### src/rtl/wb_req_arbiter.sv
// Two-requester arbiter in front of a single Wishbone master: one transaction at a time.
// Define WB_ARB_ROUND_ROBIN_EN for round-robin arbitration; otherwise requester 0 has fixed priority.
module wb_req_arbiter #(
   parameter int DATA_WL = 16,
   parameter int ADR_WL  = 16
) (
   input  logic               clk,
   input  logic               a_reset_l,
   input  logic               req0_i,
   input  logic               req0_we_i,
   input  logic [ADR_WL-1:0]  req0_addr_i,
   input  logic [DATA_WL-1:0] req0_data_i,
   input  logic               req1_i,
   input  logic               req1_we_i,
   input  logic [ADR_WL-1:0]  req1_addr_i,
   input  logic [DATA_WL-1:0] req1_data_i,
   output logic               gnt0_o,
   output logic               gnt1_o,
   output logic               done0_o,
   output logic               done1_o,
   output logic [DATA_WL-1:0] rdata_o,
   output logic               m_start_o,
   output logic               m_we_o,
   output logic [ADR_WL-1:0]  m_addr_o,
   output logic [DATA_WL-1:0] m_data_o,
   input  logic               m_busy_i,
   input  logic               m_valid_i,
   input  logic [DATA_WL-1:0] m_data_i
);

   typedef enum logic [3:0] {
      IDLE  = 4'b0001,
      ISSUE = 4'b0010,
      WAIT  = 4'b0100,
      RESP  = 4'b1000
   } state_t;

   state_t             state_q, state_d;
   logic [1:0]         gnt_q, gnt_d;
   logic               we_q, we_d;
   logic [ADR_WL-1:0]  addr_q, addr_d;
   logic [DATA_WL-1:0] data_q, data_d;
   logic [DATA_WL-1:0] rdata_q, rdata_d;
   logic               first_q, first_d;
   logic               win1;

`ifdef WB_ARB_ROUND_ROBIN_EN
   // rr_q set means requester 1 is favoured on a tie
   logic rr_q, rr_d;
   assign win1 = req1_i & (~req0_i | rr_q);
`else
   assign win1 = req1_i & ~req0_i;
`endif

   always_comb begin
      state_d = state_q;
      gnt_d   = gnt_q;
      we_d    = we_q;
      addr_d  = addr_q;
      data_d  = data_q;
      rdata_d = rdata_q;
      first_d = first_q;
`ifdef WB_ARB_ROUND_ROBIN_EN
      rr_d    = rr_q;
`endif
      case (state_q)
         IDLE: begin
            if (req0_i || req1_i) begin
               gnt_d   = win1 ? 2'b10 : 2'b01;
               we_d    = win1 ? req1_we_i   : req0_we_i;
               addr_d  = win1 ? req1_addr_i : req0_addr_i;
               data_d  = win1 ? req1_data_i : req0_data_i;
               state_d = ISSUE;
            end
         end
         ISSUE: begin
            first_d = 1'b1;
            state_d = WAIT;
         end
         WAIT: begin
            // master only raises busy a cycle after start, so valid left over
            // from the previous transaction must not count in the first cycle
            first_d = 1'b0;
            if (!first_q && !m_busy_i && m_valid_i) begin
               rdata_d = m_data_i;
               state_d = RESP;
            end
         end
         RESP: begin
            gnt_d   = 2'b00;
            state_d = IDLE;
`ifdef WB_ARB_ROUND_ROBIN_EN
            rr_d    = gnt_q[0];
`endif
         end
         default: begin
            gnt_d   = 2'b00;
            state_d = IDLE;
         end
      endcase
   end

   always_ff @(posedge clk or negedge a_reset_l) begin
      if (!a_reset_l) begin
         state_q <= IDLE;
         gnt_q   <= 2'b00;
         we_q    <= 1'b0;
         addr_q  <= '0;
         data_q  <= '0;
         rdata_q <= '0;
         first_q <= 1'b0;
`ifdef WB_ARB_ROUND_ROBIN_EN
         rr_q    <= 1'b0;
`endif
      end else begin
         state_q <= state_d;
         gnt_q   <= gnt_d;
         we_q    <= we_d;
         addr_q  <= addr_d;
         data_q  <= data_d;
         rdata_q <= rdata_d;
         first_q <= first_d;
`ifdef WB_ARB_ROUND_ROBIN_EN
         rr_q    <= rr_d;
`endif
      end
   end

   assign gnt0_o    = gnt_q[0];
   assign gnt1_o    = gnt_q[1];
   assign done0_o   = (state_q == RESP) && gnt_q[0];
   assign done1_o   = (state_q == RESP) && gnt_q[1];
   assign m_start_o = (state_q == ISSUE);
   assign m_we_o    = we_q;
   assign m_addr_o  = addr_q;
   assign m_data_o  = data_q;
   assign rdata_o   = rdata_q;

endmodule

### config.mk
export PLATFORM = sky130hd
export DESIGN_NAME = wb_req_arbiter
export DESIGN_NICKNAME = d
export VERILOG_FILES = /design/src/rtl/wb_req_arbiter.sv
export SDC_FILE = /design/constraint.sdc
export NUM_CORES = 1
export LEC_CHECK = 0
export CORE_MARGIN = 8
export CORE_UTILIZATION = 35
export CTS_CLUSTER_SIZE = 8
export DETAILED_ROUTE_END_ITERATION = 8
export GPL_ROUTABILITY_DRIVEN = 0
export GPL_TIMING_DRIVEN = 0
export PLACE_DENSITY = 0.76
export SYNTH_ARGS = -nofsm -noshare
export SYNTH_HDL_FRONTEND = slang
export SYNTH_SLANG_ARGS = --single-unit
### constraint.sdc
create_clock -name clk -period 1.8 [get_ports clk]
set_input_delay 0.27 -clock clk [delete_from_list [all_inputs] [get_ports clk]]
set_output_delay 0.27 -clock clk [all_outputs]
set_load 0.01 [all_outputs]
==> qor.txt <==
Clock buffer depth - 2
PwrDens - 1400 mW/mm^2
Top post-synthesis cells by area - dfrtp_1, mux2_2, mux2_4
Syn. warnings - 0
Setup TNS - -0.305 ns
Leak Pwr - 1.88 nW
Primary FF master, synth - dfrtp_1
First-pass GRT wire length - 11.0 mm
NetSw - 1.83 mW
Detailed-route wire length - 6.99 mm
Number of flops mapped to enable cells by yosys - 0
Pre-CTS WS - -0.720 ns
Root buf cell - clkbuf_8
TritonCTS buffer count - 5
Fillers - 610
Clock transition at path regs - 0.09 ns
Top-area cell type share of the netlist area - 0.528
GR Util met3 - 0.0463
Total power - 6.20 mW
Tightest Pin Transition - 0.650 ns
Met1 Use GR - 0.150
Die W - 102 um
Initial antenna violation count - 0
Clock latency on the worst-skew pair - 0.30 ns
Grt met2 use - 0.235
Layout cells sized above 1 - 0.371
Mapped Area - 0.00261 sq mm
Initial core utilization - 0.361
# DRC - 0
Core Region - 0.00721 sq mm
Largest net degree at the start of global routing - 30
Gate Count Post-Synth - 169
Io pins - 142
Non-filler cells, final - 428
Layout area overhead - 69.5%
Max Cap Viol - 0
Die ar. - 0.0105 sq mm
I/O Buffers - 141
RSZ-0062 raised after global routing - true
Chip Height - 102 um
Layout Nets - 416
Final setup vio count - 14
WP data required - 1.99 ns
Comb power frac - 0.530
Placed Area - 0.00416 sq mm
Avg Cell Area, Syn - 15.4 sq um
HP Class - in -> async
DR vias - 1964
Post-synth top cells - mux2_2, dfrtp_1, mux2_4
Largest area contributor in the netlist - dfrtp_1
Net Sw Frac - 0.295
ANT cells - 0
# H-tree levels - 2
Setup crit start kind - register
CP Capture Type - register
Multi-input gate area in the final layout - 0.00116 sq mm
Final WS setup - -0.0416 ns
Worst EP arrival - 2.03 ns
Num rows - 31
HPWL after DPL - 5.56 mm
Fin. max-slew vios - 0
# clock sinks - 56
Pre-antenna DRT Iters - 2
Slew HR - 0.567
Max FO, Critical Path - 5
DR iter-0 viols - 23
Vias in the first global route - 2269
Async set or reset register ratio after synthesis - 1.00
Min cycle time layout - 1.84 ns
Critical path class - reg -> reg
GR peak layer - met2
CTS tree - done
VDD IR max - 0.000681 V
Final instance area - 0.00442 sq mm
Clock skew - 0.00505 ns
Synthesized net count - 257
Grt ovf - 0
Most common cell in the synthesized netlist - mux2_2
Synth unique cells - 24
Part of the Yosys area used for sequential elements - 0.538
Power share of the clock group - 0.112
Antenna-violating nets left - 0
CTS Hold Bufs - 0
Final period util - 1.02
Average wire per standard cell - 16.3 um
Hold Slack - -0.0135 ns
Pint - 4.37 mW
Flop pwr share - 0.357
Seq. cell area - 0.00141 sq mm
Failing checks - hold timing, setup timing
FMAX - 0.543 GHz
Vias/cell - 4.59
Total track usage - 0.133
Placed Cells - 410
Status - finished with violations
Yosys reg bits - 56
Final hold vios - 16
Layout Utilization - 0.612
==> layout by cell type (no fill, tap or decap), types with 2 or more instances in the layout <==
master,Yosys,routed
buf_8,0,3
dfrtp_1,55,52
clkdlybuf4s50_1,0,137
clkbuf_1,4,2
mux2_2,73,73
buf_12,1,3
mux2_4,9,9
clkbuf_4,0,3
and2_1,2,2
buf_4,1,10
dfrtp_2,0,3
clkbuf_8,0,6
buf_2,0,2
nor2_1,3,3
nor4b_4,0,3
==> final timing paths <==
kind                                        startpoint                       to  slack (ns)  cells after the start
worst max-delay path            state_q[1]$_DFFE_PN0P_  rdata_o[13]$_DFFE_PN0P_       -0.04                      5
worst min-delay path                         a_reset_l   rdata_o[2]$_DFFE_PN0P_       -0.01                      1
worst max register to register  state_q[1]$_DFFE_PN0P_  rdata_o[13]$_DFFE_PN0P_       -0.04                      5
worst min register to register     first_q$_DFFE_PN0N_      first_q$_DFFE_PN0N_        0.50                      1
max in group asynchronous                    a_reset_l  m_data_o[9]$_DFFE_PN0P_        1.24                      2
min in group clk                   first_q$_DFFE_PN0N_      first_q$_DFFE_PN0N_        0.50                      1
==> worst max-delay path, stage by stage, from the launching register on <==
cell       delay, ns
dfrtp_2         0.44
buf_12          0.13
or4b_4          0.49
nand2b_4        0.19
clkbuf_16       0.19
mux2_4          0.29
==> per-layer routing <==
metal / wire, um / share of wire
met5: 0 / 0
met4: 38 / 0.0054
met3: 543 / 0.078
met2: 3620 / 0.52
met1: 2780 / 0.40
==> sequential cells by signal, indices dropped and copies added, names as in the netlist <==
| signal | flops |
|---|---|
| state_q | 4 |
| gnt_q | 2 |
| m_we_o | 1 |
| m_addr_o | 16 |
| m_data_o | 16 |
| rdata_o | 16 |
| first_q | 1 |
==> cell type report <==
type	instances	share of cell area
flip-flops and latches	56	0.318
inverters	1	0.000850
repair buffers	154	0.347
well taps	99	0.0280
multi-input cells	102	0.263
clock buffers	8	0.0204
plain buffers	8	0.0224
==> power groups by stage <==
stage | clock network, mW | logic (mW) | registers [mW]
finish | 0.697 | 3.29 | 2.22
global route | 0.771 | 3.51 | 2.31
CTS | 0.722 | 3.22 | 2.24
detailed placement | 0 | 3.06 | 2.23
global placement | 0 | 3.02 | 2.19
floorplan | 0 | 1.18 | 2.47
==> what timing repair did <==
action,4_1_cts,5_1_grt
setup endpoints to repair,42,46
gates cloned,0,1
pin swaps,1,3
gates resized for setup,22,7
buffers inserted,5,6
==> cell families (layout without fill, tap and decap cells) <==
| logic type | count (synthesis) | after routing | share of synthesized area |
|---|---|---|---|
| mux | 82 | 82 | 0.367 |
| flops | 56 | 56 | 0.538 |
| simple gates | 14 | 14 | 0.0403 |
| buf+inv | 11 | 171 | 0.0350 |
| compound gates | 5 | 5 | 0.0158 |
| xor+xnor | 1 | 1 | 0.00336 |
Power figures use the tool's default switching activity.
